<file path="src/rtl/uart_line_pkg.sv">
// Shared constants for the UART line editor: ASCII codes, FSM state encodings
// and a printable-character helper.
package uart_line_pkg;

    localparam int unsigned STATE_W = 3;

    localparam logic [7:0] ASCII_BS  = 8'h08;
    localparam logic [7:0] ASCII_DEL = 8'h7F;
    localparam logic [7:0] ASCII_CR  = 8'h0D;
    localparam logic [7:0] ASCII_LF  = 8'h0A;
    localparam logic [7:0] ASCII_SP  = 8'h20;
    localparam logic [7:0] ASCII_BEL = 8'h07;

    localparam logic [STATE_W-1:0] ST_EDIT  = 3'd0;
    localparam logic [STATE_W-1:0] ST_ECHO1 = 3'd1;
    localparam logic [STATE_W-1:0] ST_BS1   = 3'd2;
    localparam logic [STATE_W-1:0] ST_BS2   = 3'd3;
    localparam logic [STATE_W-1:0] ST_BS3   = 3'd4;
    localparam logic [STATE_W-1:0] ST_CR1   = 3'd5;
    localparam logic [STATE_W-1:0] ST_CR2   = 3'd6;
    localparam logic [STATE_W-1:0] ST_DONE  = 3'd7;

    function automatic logic is_printable(input logic [7:0] b);
        return (b >= 8'h20) && (b <= 8'h7E);
    endfunction

endpackage

</file>
<file path="src/rtl/uart_line_ram.sv">
// Line buffer storage: one write port and one registered read port.
module uart_line_ram #(
    parameter int unsigned DEPTH = 64,
    parameter int unsigned AW    = $clog2(DEPTH)
) (
    input  logic          clk,
    input  logic          rst,
    input  logic          we,
    input  logic [AW-1:0] waddr,
    input  logic [7:0]    wdata,
    input  logic [AW-1:0] raddr,
    output logic [7:0]    rdata
);

    logic [7:0] mem [DEPTH];

    always_ff @(posedge clk) begin
        if (we) begin
            mem[waddr] <= wdata;
        end
    end

    // Read register resets so the read port starts at a known value.
    always_ff @(posedge clk) begin
        if (rst) begin
            rdata <= 8'h00;
        end else begin
            rdata <= mem[raddr];
        end
    end

endmodule

</file>
<file path="src/rtl/uart_line_editor.sv">
// UART line editor: edge-detects received bytes, echoes with backspace handling,
// assembles a line and hands it to a consumer with a done/ack handshake.
module uart_line_editor
    import uart_line_pkg::*;
#(
    parameter int unsigned LINE_LEN = 64,
    parameter int unsigned ECHO     = 1
) (
    input  logic                        clk,
    input  logic                        rst,
    input  logic [7:0]                  rx_byte,
    input  logic                        rx_valid,
    output logic [7:0]                  echo_data,
    output logic                        echo_valid,
    input  logic                        echo_ready,
    input  logic [$clog2(LINE_LEN)-1:0] line_addr,
    output logic [7:0]                  line_data,
    output logic [$clog2(LINE_LEN):0]   line_len,
    output logic                        line_done,
    input  logic                        line_ack,
    output logic                        dropped
);

    localparam int unsigned AW = $clog2(LINE_LEN);
    localparam int unsigned LW = AW + 1;
    localparam logic [LW-1:0] LEN_MAX = LW'(LINE_LEN);

    logic [STATE_W-1:0] state, state_d;
    logic [LW-1:0]      len_d;
    logic [7:0]         echo_data_d;
    logic               echo_valid_d, done_d, dropped_d;
    logic               rx_q, rx_rise, hs, we;

    assign rx_rise = rx_valid && !rx_q;
    assign hs      = echo_valid && echo_ready;

    always_ff @(posedge clk) begin
        if (rst) begin
            state      <= ST_EDIT;
            rx_q       <= 1'b1;
            line_len   <= '0;
            echo_data  <= 8'h00;
            echo_valid <= 1'b0;
            line_done  <= 1'b0;
            dropped    <= 1'b0;
        end else begin
            state      <= state_d;
            rx_q       <= rx_valid;
            line_len   <= len_d;
            echo_data  <= echo_data_d;
            echo_valid <= echo_valid_d;
            line_done  <= done_d;
            dropped    <= dropped_d;
        end
    end

    always_comb begin
        state_d      = state;
        len_d        = line_len;
        echo_data_d  = echo_data;
        echo_valid_d = echo_valid;
        done_d       = line_done;
        dropped_d    = dropped;
        we           = 1'b0;

        // Any edge outside EDIT is lost; a line_ack in DONE below overrides this.
        if (rx_rise && (state != ST_EDIT)) begin
            dropped_d = 1'b1;
        end

        case (state)
            ST_EDIT: begin
                if (rx_rise) begin
                    if (is_printable(rx_byte)) begin
                        if (line_len < LEN_MAX) begin
                            we    = 1'b1;
                            len_d = line_len + LW'(1);
                        end else begin
                            dropped_d = 1'b1;
                        end
                        if (ECHO != 0) begin
                            echo_valid_d = 1'b1;
                            echo_data_d  = (line_len < LEN_MAX) ? rx_byte : ASCII_BEL;
                            state_d      = ST_ECHO1;
                        end
                    end else if ((rx_byte == ASCII_BS) || (rx_byte == ASCII_DEL)) begin
                        if (line_len != '0) begin
                            len_d = line_len - LW'(1);
                            if (ECHO != 0) begin
                                echo_valid_d = 1'b1;
                                echo_data_d  = ASCII_BS;
                                state_d      = ST_BS1;
                            end
                        end
                    end else if (rx_byte == ASCII_CR) begin
                        if (ECHO != 0) begin
                            echo_valid_d = 1'b1;
                            echo_data_d  = ASCII_CR;
                            state_d      = ST_CR1;
                        end else begin
                            done_d  = 1'b1;
                            state_d = ST_DONE;
                        end
                    end
                end
            end
            ST_ECHO1, ST_BS3: begin
                if (hs) begin
                    echo_valid_d = 1'b0;
                    state_d      = ST_EDIT;
                end
            end
            ST_BS1: begin
                if (hs) begin
                    echo_data_d = ASCII_SP;
                    state_d     = ST_BS2;
                end
            end
            ST_BS2: begin
                if (hs) begin
                    echo_data_d = ASCII_BS;
                    state_d     = ST_BS3;
                end
            end
            ST_CR1: begin
                if (hs) begin
                    echo_data_d = ASCII_LF;
                    state_d     = ST_CR2;
                end
            end
            ST_CR2: begin
                if (hs) begin
                    echo_valid_d = 1'b0;
                    done_d       = 1'b1;
                    state_d      = ST_DONE;
                end
            end
            ST_DONE: begin
                if (line_ack) begin
                    done_d    = 1'b0;
                    len_d     = '0;
                    dropped_d = 1'b0;
                    state_d   = ST_EDIT;
                end
            end
            default: state_d = ST_EDIT;
        endcase
    end

    uart_line_ram #(
        .DEPTH(LINE_LEN),
        .AW   (AW)
    ) u_ram (
        .clk  (clk),
        .rst  (rst),
        .we   (we),
        .waddr(line_len[AW-1:0]),
        .wdata(rx_byte),
        .raddr(line_addr),
        .rdata(line_data)
    );

endmodule

</file>
<file path="config.mk">
export PLATFORM = sky130hd
export DESIGN_NAME = uart_line_editor
export DESIGN_NICKNAME = d
export VERILOG_FILES = /design/src/rtl/uart_line_pkg.sv /design/src/rtl/uart_line_ram.sv /design/src/rtl/uart_line_editor.sv
export SDC_FILE = /design/constraint.sdc
export NUM_CORES = 1
export LEC_CHECK = 0
export CORE_ASPECT_RATIO = 2
export CORE_MARGIN = 2
export CORE_UTILIZATION = 35
export CTS_BUF_LIST = sky130_fd_sc_hd__clkbuf_8
export DETAILED_ROUTE_END_ITERATION = 10
export PLACE_DENSITY = 0.49
export SYNTH_ARGS = -nofsm -noshare
export SYNTH_HDL_FRONTEND = slang
export SYNTH_SLANG_ARGS = --single-unit
</file>
<file path="constraint.sdc">
create_clock -name clk -period 8.5 [get_ports clk]
set_clock_uncertainty 0.2 [all_clocks]
set_input_delay 1.7 -clock clk [delete_from_list [all_inputs] [get_ports clk]]
set_output_delay 1.7 -clock clk [all_outputs]
set_load 0.02 [all_outputs]
</file>
==> metrics.txt, run 1 <==
outcome=finished, final reports clean; nets=1197; PwrDens=239 mW/mm^2; Worst path top cell family by delay=simple AND/OR/NAND/NOR gates; vias per cell=5.26; worst slew pin tran=1.09 ns; DRC Markers=0; CP Max Fanout=18; synthesis-stage register bit count=542; met3 WL post-DR=2110 um; Starting Density=35.4%; Seq/Total Area, Yosys=73.9%; Sink Count=542; largest net degree at the start of global routing=86; ys flop type=edfxtp_1; slowest stage cell, crit path=nor2_1; gr usage total=18.2%; crit share post-route=63.5%; Buffers on Ports=44; pins over their slew limit=0; CTS tree=built; Post-synth EDFFs=512; Crit path required time=8.55 ns; CORE AREA=0.0610 sq mm; first-pass GRT wire length=82200 um; first-pass detailed-route iteration total=5; WP data arrival=5.45 ns; Crit path largest cell delay=0.90 ns; HP Class=reg2reg; peak supply drop=216 uV; Worst-Skew Late Latency=0.64 ns; Num CTS Buffers=76; CTS clock-pin slew for the worst setup and hold paths=0.07 ns; maxcap violations=0; IO Pins=45; hold_buf cts=0; vias in the first global route=11700; wire per inst=28.8 um; ANT nets after route=0; async set-or-reset flop fraction in the synthesized netlist=0%; Bufs on Longest Clock Path=3; Syn Nets=1113; Mean Syn Cell Area=19.9 sq um; kind of start point of the critical path=input port; hold_ws=0.283 ns; synth unique cells=71; # rows=128; Slew HR=27.4%; worst path buffer plus inverter count=2; met1 wire length=19400 um; via count=10600; crit end category=flip-flop; Max Clk Rate=0.185 GHz; total power=5.82 mW; Hold Vio Cnt, Final=0; synth-to-layout area growth=12.9%; DR iter-0 viols=806; final setup fails=0; die height=355 um; layout cells sized above 1=24.7%; Gate Count Post-Synth=1085; Routed WL=57700 um; Root Buffer=clkbuf_8; total grt overflow=0; WS Path Type=in2reg; CTS resizes=0; P_leak=7.63 nW; minimum clock period after layout=5.40 ns; critical path, cell by cell=buf_2 > o21bai_1 > a41o_1 > inv_1 > ha_1 > nand2_1 > nor3_1 > nand3_1 > nor2_1; synthesized area=0.0216 sq mm; post-CTS setup buffer count=0; die width=180 um; setup TNS=0 ns; met2 WL post-DR=33200 um; Die Footprint=0.0639 sq mm; unrepaired setup endpoints after global routing=false; Synth warnings=0; initial antenna violation count=2; top routing layer used=met5; DP HPWL=37200 um; Final Wtd Congestion=0.817; H-tree depth=3
==> layout make-up <==
cell class,instances,area (sq um)
Clock inverter,53,433
Fill cell,5441,36600
Inverter,7,26.3
Sequential cell,542,16000
Timing Repair Buffer,61,543
Antenna cell,1,2.50
Multi-Input combinational cell,481,5330
Tap cell,780,976
Clock buffer,81,1110
==> per-stage QoR <==
| stage | setup WS, ns | cells | utilization, % | area [sq um] |
|---|---|---|---|---|
| 2_1_floorplan | 4.28 | 1085 | - | 21600 |
| 3_3_place_gp | 2.53 | 1871 | 37.5 | 22900 |
| 3_5_place_dp | 2.42 | 1871 | 37.5 | 22900 |
| 4_1_cts | 3.15 | 2005 | 40.0 | 24400 |
| 5_1_grt | 2.86 | 2006 | 40.0 | 24400 |
| 6_report | 3.10 | 2006 | 40.0 | 24400 |
==> metal layers <==
layer,vias to the layer above,global-route usage [%]
met5,-,0
met4,2,10.1
met3,101,2.73
met2,284,35.6
met1,5540,18.0
li1,4630,-
==> cell usage in the layout (no fill, tap or decap), types with 15 or more instances in the layout <==
cell type | netlist | layout
edfxtp_1 | 512 | 512
mux4_2 | 138 | 138
nor2_1 | 87 | 87
clkbuf_8 | 3 | 82
mux2i_1 | 42 | 42
clkdlybuf4s50_1 | 0 | 33
dfxtp_1 | 30 | 30
nand2_1 | 29 | 29
a21oi_1 | 21 | 21
clkinv_2 | 0 | 17
buf_4 | 6 | 17
inv_1 | 7 | 16
a22oi_1 | 15 | 15
==> final timing paths <==
path	start	to	slack, ns	cells past startpoint
worst max-delay path	rx_byte[5]	u_ram.mem[7][1]	3.10	9
worst min-delay path	echo_data[7]	echo_data[7]	0.28	1
worst max register to register	state[2]	u_ram.mem[7][1]	4.80	4
worst min register to register	echo_data[7]	echo_data[7]	0.28	1
==> synth_stat cells (all sizes together), types with 7 or more instances <==
master  count  share of area (%)
nor2b       8               0.23
mux4      138                 14
nor3        8               0.19
edfxtp    512                 71
nand2b     11               0.32
nand2      30               0.53
dfxtp      30                2.8
inv         7               0.12
ha          8               0.46
a21oi      21               0.49
clkbuf     21               0.50
nor2       88                1.5
buf        34               0.83
a22oi      15               0.52
nand3       9               0.21
o21ai      16               0.37
mux2i      42                1.9
==> report_power, final <==
group          switching, mW  internal (mW)  leakage [nW]  total, mW
clock                   1.01           1.10         0.826       2.11
sequential            0.0663           2.96          4.85       3.02
combinational          0.428          0.264          1.95      0.691
==> flip-flops by register name (all words and copies together), names as in the netlist <==
register     cells
line_done        1
echo_valid       1
u_ram.rdata      8
line_len         7
echo_data        8
dropped          1
rx_q             1
state            3
u_ram.mem      512
==> cells by family after synthesis <==
kind of cell	count (synthesis)	synth area share (%)
simple gates	190	4.38
flops	542	73.9
fa+ha+maj	9	0.556
compound gates	98	3.24
mux	181	16.4
buf+inv	62	1.45
xor+xnor	3	0.122
Power figures use the tool's default switching activity.
==> run 2, diff against run 1 <==
==> constraint.sdc (replaced) <==
create_clock -name clk -period 5.4 [get_ports clk]
set_clock_uncertainty 0.2 [all_clocks]
set_input_delay 1.08 -clock clk [delete_from_list [all_inputs] [get_ports clk]]
set_output_delay 1.08 -clock clk [all_outputs]
set_load 0.02 [all_outputs]
==> run 2 against run 1 <==
  * Register-to-register slack worse by 2.3 ns
  * Highest routed layer is now met4
  * Largest power group unchanged
  * Final area grew 2.3%
  * Wire length grew 1.8%
  * Utilization rose by 0.92 points
  * Largest cell class unchanged
==> metrics.txt, run 2 (synthesis gave the netlist of run 1 again) <==
outcome=finished, final reports clean; met3 WL post-DR=2220 um; wire per inst=28.1 um; met1 wire length=20900 um; CTS resizes=0; peak supply drop=229 uV; vias in the first global route=11900; Hold Vio Cnt, Final=0; WS Path Type=in2reg; synth-to-layout area growth=15.5%; Reg with most FFs=u_ram.mem; max FFs per register=512; H-tree depth=3; commonest non-fill, non-tap cell in the layout=edfxtp_1; CORE AREA=0.0610 sq mm; Routed WL=58700 um; die width=180 um; Place WS=1.17 ns; first-pass detailed-route iteration total=5; final setup fails=0; first-pass GRT wire length=84600 um; R2R Setup Slk=2.48 ns; gr usage total=18.4%; pins over their slew limit=0; Largest regs=u_ram.mem (512), echo_data (8), u_ram.rdata (8); hold_buf cts=0; Die Footprint=0.0639 sq mm; fin worst setup slack=1.80 ns; most frequent cells in the layout=edfxtp_1 (512), mux4_2 (138), buf_4 (95), nor2_1 (87), clkbuf_8 (83); hold_sp=echo_data[3]; Sink Count=542; DP HPWL=38400 um; setup TNS=0 ns; via count=11100; vias per cell=5.30; P_leak=8.09 nW; worst path buffer plus inverter count=4; nets=1278; unrepaired setup endpoints after global routing=false; worst slew pin tran=0.955 ns; maxcap violations=0; crit share post-route=66.6%; crit end category=flip-flop; slowest stage cell, crit path=nor3_1; # rows=128; post-CTS setup buffer count=0; die height=355 um; total grt overflow=0; Worst Setup EP=u_ram.mem[63][4]; Worst Setup SP=rx_byte[5]; Worst path top cell family by delay=simple AND/OR/NAND/NOR gates; hold_ws=0.278 ns; kind of start point of the critical path=input port; PwrDens=362 mW/mm^2; DR iter-0 viols=785; Worst-Skew Late Latency=0.66 ns; DRC Markers=0; Max Clk Rate=0.278 GHz; CTS tree=built; critical path, cell by cell=buf_2 > and4_2 > a41o_1 > inv_1 > ha_1 > nand2_1 > nor3_1 > nand3_1 > buf_4 > nor2_1 > buf_4; R2R depth=6; Starting Density=35.4%; CP Max Fanout=13; Crit path required time=5.55 ns; Final Wtd Congestion=0.823; worst reg2reg endpoint=u_ram.mem[63][4]; largest net degree at the start of global routing=69; HP Class=reg2reg; ANT nets after route=0; Slew HR=34.7%; Num CTS Buffers=77; top routing layer used=met4; Top cell by count, worst path=buf_4; Reg-to-Reg Start=state[2]; IO Pins=45; met2 WL post-DR=33400 um; layout cells sized above 1=28.4%; CTS clock-pin slew for the worst setup and hold paths=0.07 ns; Crit path largest cell delay=0.43 ns; minimum clock period after layout=3.60 ns; WP data arrival=3.75 ns; initial antenna violation count=2; Bufs on Longest Clock Path=3; Root Buffer=clkbuf_8; final core utilization=40.9%; Buffers on Ports=44; WP depth=11
[run 2: worst min-delay path by stage]
stage              endpoint  slack [ns]  cells past startpoint
3_3_place_gp   echo_data[2]        0.26                      2
4_1_cts        echo_data[3]        0.28                      2
2_1_floorplan  echo_data[6]        0.35                      2
3_5_place_dp   echo_data[2]        0.27                      2
6_report       echo_data[3]        0.28                      2
5_1_grt        echo_data[2]        0.30                      2
[run 2: layer usage]
metal,global-route usage [%],vias to the layer above
met5,0,-
met1,19.8,5860
met2,35.6,335
met3,2.48,89
li1,-,4801
met4,8.03,0
[run 2: power breakdown]
part	switching (mW)	total, mW	internal, mW
combinational	0.688	1.12	0.428
sequential	0.0901	4.75	4.66
clock	1.57	3.17	1.60
total	2.34	9.03	6.69
[run 2: worst reg2reg max path: stages, from the launching register on]
cell	delay (ns)
dfxtp_1	0.47
or3_4	0.51
nor3_1	0.41
nand3_1	0.27
buf_4	0.25
nor2_1	0.30
buf_4	0.22
[run 2: stage by stage]
step | power (mW) | cells | instance area [sq um]
final | 9.03 | 2092 | 25000
after global routing | 9.38 | 2092 | 25000
after CTS | 9.15 | 2091 | 25000
after detailed placement | 5.96 | 1951 | 23500
after global placement | 5.96 | 1951 | 23500
after floorplan | 5.50 | 1085 | 21600
[run 2: final cells by class]
type                            instances  area, sq um
Antenna cell                            1         2.50
Clock buffer                           82         1130
Clock inverter                         58          358
Fill cell                            5370        36100
Inverter                                7         26.3
Multi-Input combinational cell        481         5330
Sequential cell                       542        16000
Tap cell                              780          976
Timing Repair Buffer                  141         1170
==> run 3, diff against run 2 <==
--- a/config.mk
+++ b/config.mk
@@ -10,7 +10,7 @@
 export CORE_UTILIZATION = 35
 export CTS_BUF_LIST = sky130_fd_sc_hd__clkbuf_8
 export DETAILED_ROUTE_END_ITERATION = 10
-export PLACE_DENSITY = 0.49
+export PLACE_DENSITY = 0.51
 export SYNTH_ARGS = -nofsm -noshare
 export SYNTH_HDL_FRONTEND = slang
 export SYNTH_SLANG_ARGS = --single-unit
==> constraint.sdc (replaced) <==
create_clock -name clk -period 3.25 [get_ports clk]
set_clock_uncertainty 0.2 [all_clocks]
set_input_delay 0.65 -clock clk [delete_from_list [all_inputs] [get_ports clk]]
set_output_delay 0.65 -clock clk [all_outputs]
set_load 0.02 [all_outputs]
==> run 3 against run 2 <==
  * Final cell count grew 2.6%
  * Critical path depth shrank 10
  * Largest power group unchanged
  * Largest cell class unchanged
  * Sequential share of layout area decreased by 1.5 points
  * Worst hold slack worse by 0.069 ns
  * Critical path type is now reg2out
  * First-iteration DRC count grew 5.9%
  * Global-route usage decreased by 0.34 points
==> metrics.txt, run 3 (synthesis gave the netlist of run 1 again) <==
outcome=finished, final reports clean; final core utilization=41.9%; total grt overflow=0; Reg with most FFs=u_ram.mem; Final Wtd Congestion=0.844; HP Class=in2reg; first-pass detailed-route iteration total=5; peak supply drop=430 uV; vias per cell=5.19; CTS clock-pin slew for the worst setup and hold paths=0.06 ns; DR iter-0 viols=831; placed cell area=0.0241 sq mm; layout cells sized above 1=31.4%; nets=1337; CTS tree=built; Routed WL=57000 um; hold path depth=2; met2 WL post-DR=33100 um; DRC Markers=0; unrepaired setup endpoints after global routing=false; gr usage total=18.1%; WS Path Type=reg2out; worst slew pin tran=0.776 ns; synth-to-layout area growth=18.2%; maxcap violations=0; initial antenna violation count=5; minimum clock period after layout=2.75 ns; CP Max Fanout=9; pins over their slew limit=0; commonest non-fill, non-tap cell in the layout=edfxtp_1; hold_buf cts=0; Crit path required time=2.40 ns; PwrDens=591 mW/mm^2; P_leak=8.40 nW; Root Buffer=clkbuf_8; met3 WL post-DR=2010 um; H-tree depth=3; Die Footprint=0.0639 sq mm; Largest regs=u_ram.mem (512), echo_data (8), u_ram.rdata (8); setup TNS=0 ns; Crit path largest cell delay=0.69 ns; worst path buffer plus inverter count=1; Hold Vio Cnt, Final=0; R2R depth=7; WP depth=1; DP HPWL=39300 um; top routing layer used=met5; post-CTS setup buffer count=0; crit end category=output port; CTS resizes=0; R2R Setup Slk=0.70 ns; Num CTS Buffers=77; Worst-Skew Late Latency=0.66 ns; largest net degree at the start of global routing=65; Sink Count=542; IO Pins=45; most frequent cells in the layout=edfxtp_1 (512), buf_4 (142), mux4_2 (138), nor2_1 (87), clkbuf_8 (81); critical path, cell by cell=clkdlybuf4s50_1; Buffers on Ports=44; vias in the first global route=12100; max FFs per register=512; first-pass GRT wire length=83300 um; Starting Density=35.4%; met1 wire length=19400 um; die height=355 um; Max Clk Rate=0.364 GHz; # rows=128; final setup fails=0; via count=11100; wire per inst=26.5 um; die width=180 um; kind of start point of the critical path=flip-flop; fill cell count=5357; Slew HR=48.3%; CORE AREA=0.0610 sq mm; Worst path top cell family by delay=buffers and inverters; crit share post-route=84.5%; WP data arrival=1.90 ns; slowest stage cell, crit path=clkdlybuf4s50_1; design area=0.0255 sq mm; Bufs on Longest Clock Path=3; ANT nets after route=0
[run 3: cell types whose count changed in the layout (fill, tap and decap cells not counted), moves of 2 or more]
| cell | delta |
|---|---|
| buf_12 | +13 |
| buf_4 | +47 |
| clkbuf_8 | -2 |
| clkinv_1 | +9 |
| clkinvlp_4 | -3 |
| inv_1 | -11 |
[run 3: metrics by stage]
stage          hold WS, ns  setup WS, ns  cells  power (mW)
6_report             0.208         0.505   2146        15.1
3_5_place_dp         0.268        0.0173   2010        10.0
4_1_cts              0.198         0.462   2145        15.3
2_1_floorplan        0.345        0.0750   1085        9.13
5_1_grt              0.207         0.409   2146        15.7
3_3_place_gp         0.262        0.0238   2010        10.0
[run 3: routing by layer]
metal  vias up  track usage (%)
met5         -                0
met4         2             8.50
met3        96             2.70
met2       281             35.9
met1      5860             18.2
li1       4906                -
[run 3: layout make-up]
type	instances	area (sq um)	share of cell area [%]
diodes	1	2.50	0.00979
clock buffers	80	1100	4.31
clock inverters	55	367	1.43
inverters	7	26.3	0.103
multi-input cells	481	5330	20.9
flip-flops and latches	542	16000	62.5
well taps	780	976	3.82
repair buffers	200	1770	6.93
[run 3: worst paths after layout]
kind,from,end
min reg2reg,echo_data[7],echo_data[7]
max,line_len[1],line_len[1]
max reg2reg,state[1],echo_data[1]
min,rx_byte[2],u_ram.mem[26][2]
[run 3: power by group]
group	switching, mW	internal, mW	total (mW)	leakage [nW]
clock	2.55	2.68	5.23	0.814
combinational	1.19	0.834	2.02	2.74
sequential	0.106	7.73	7.84	4.85
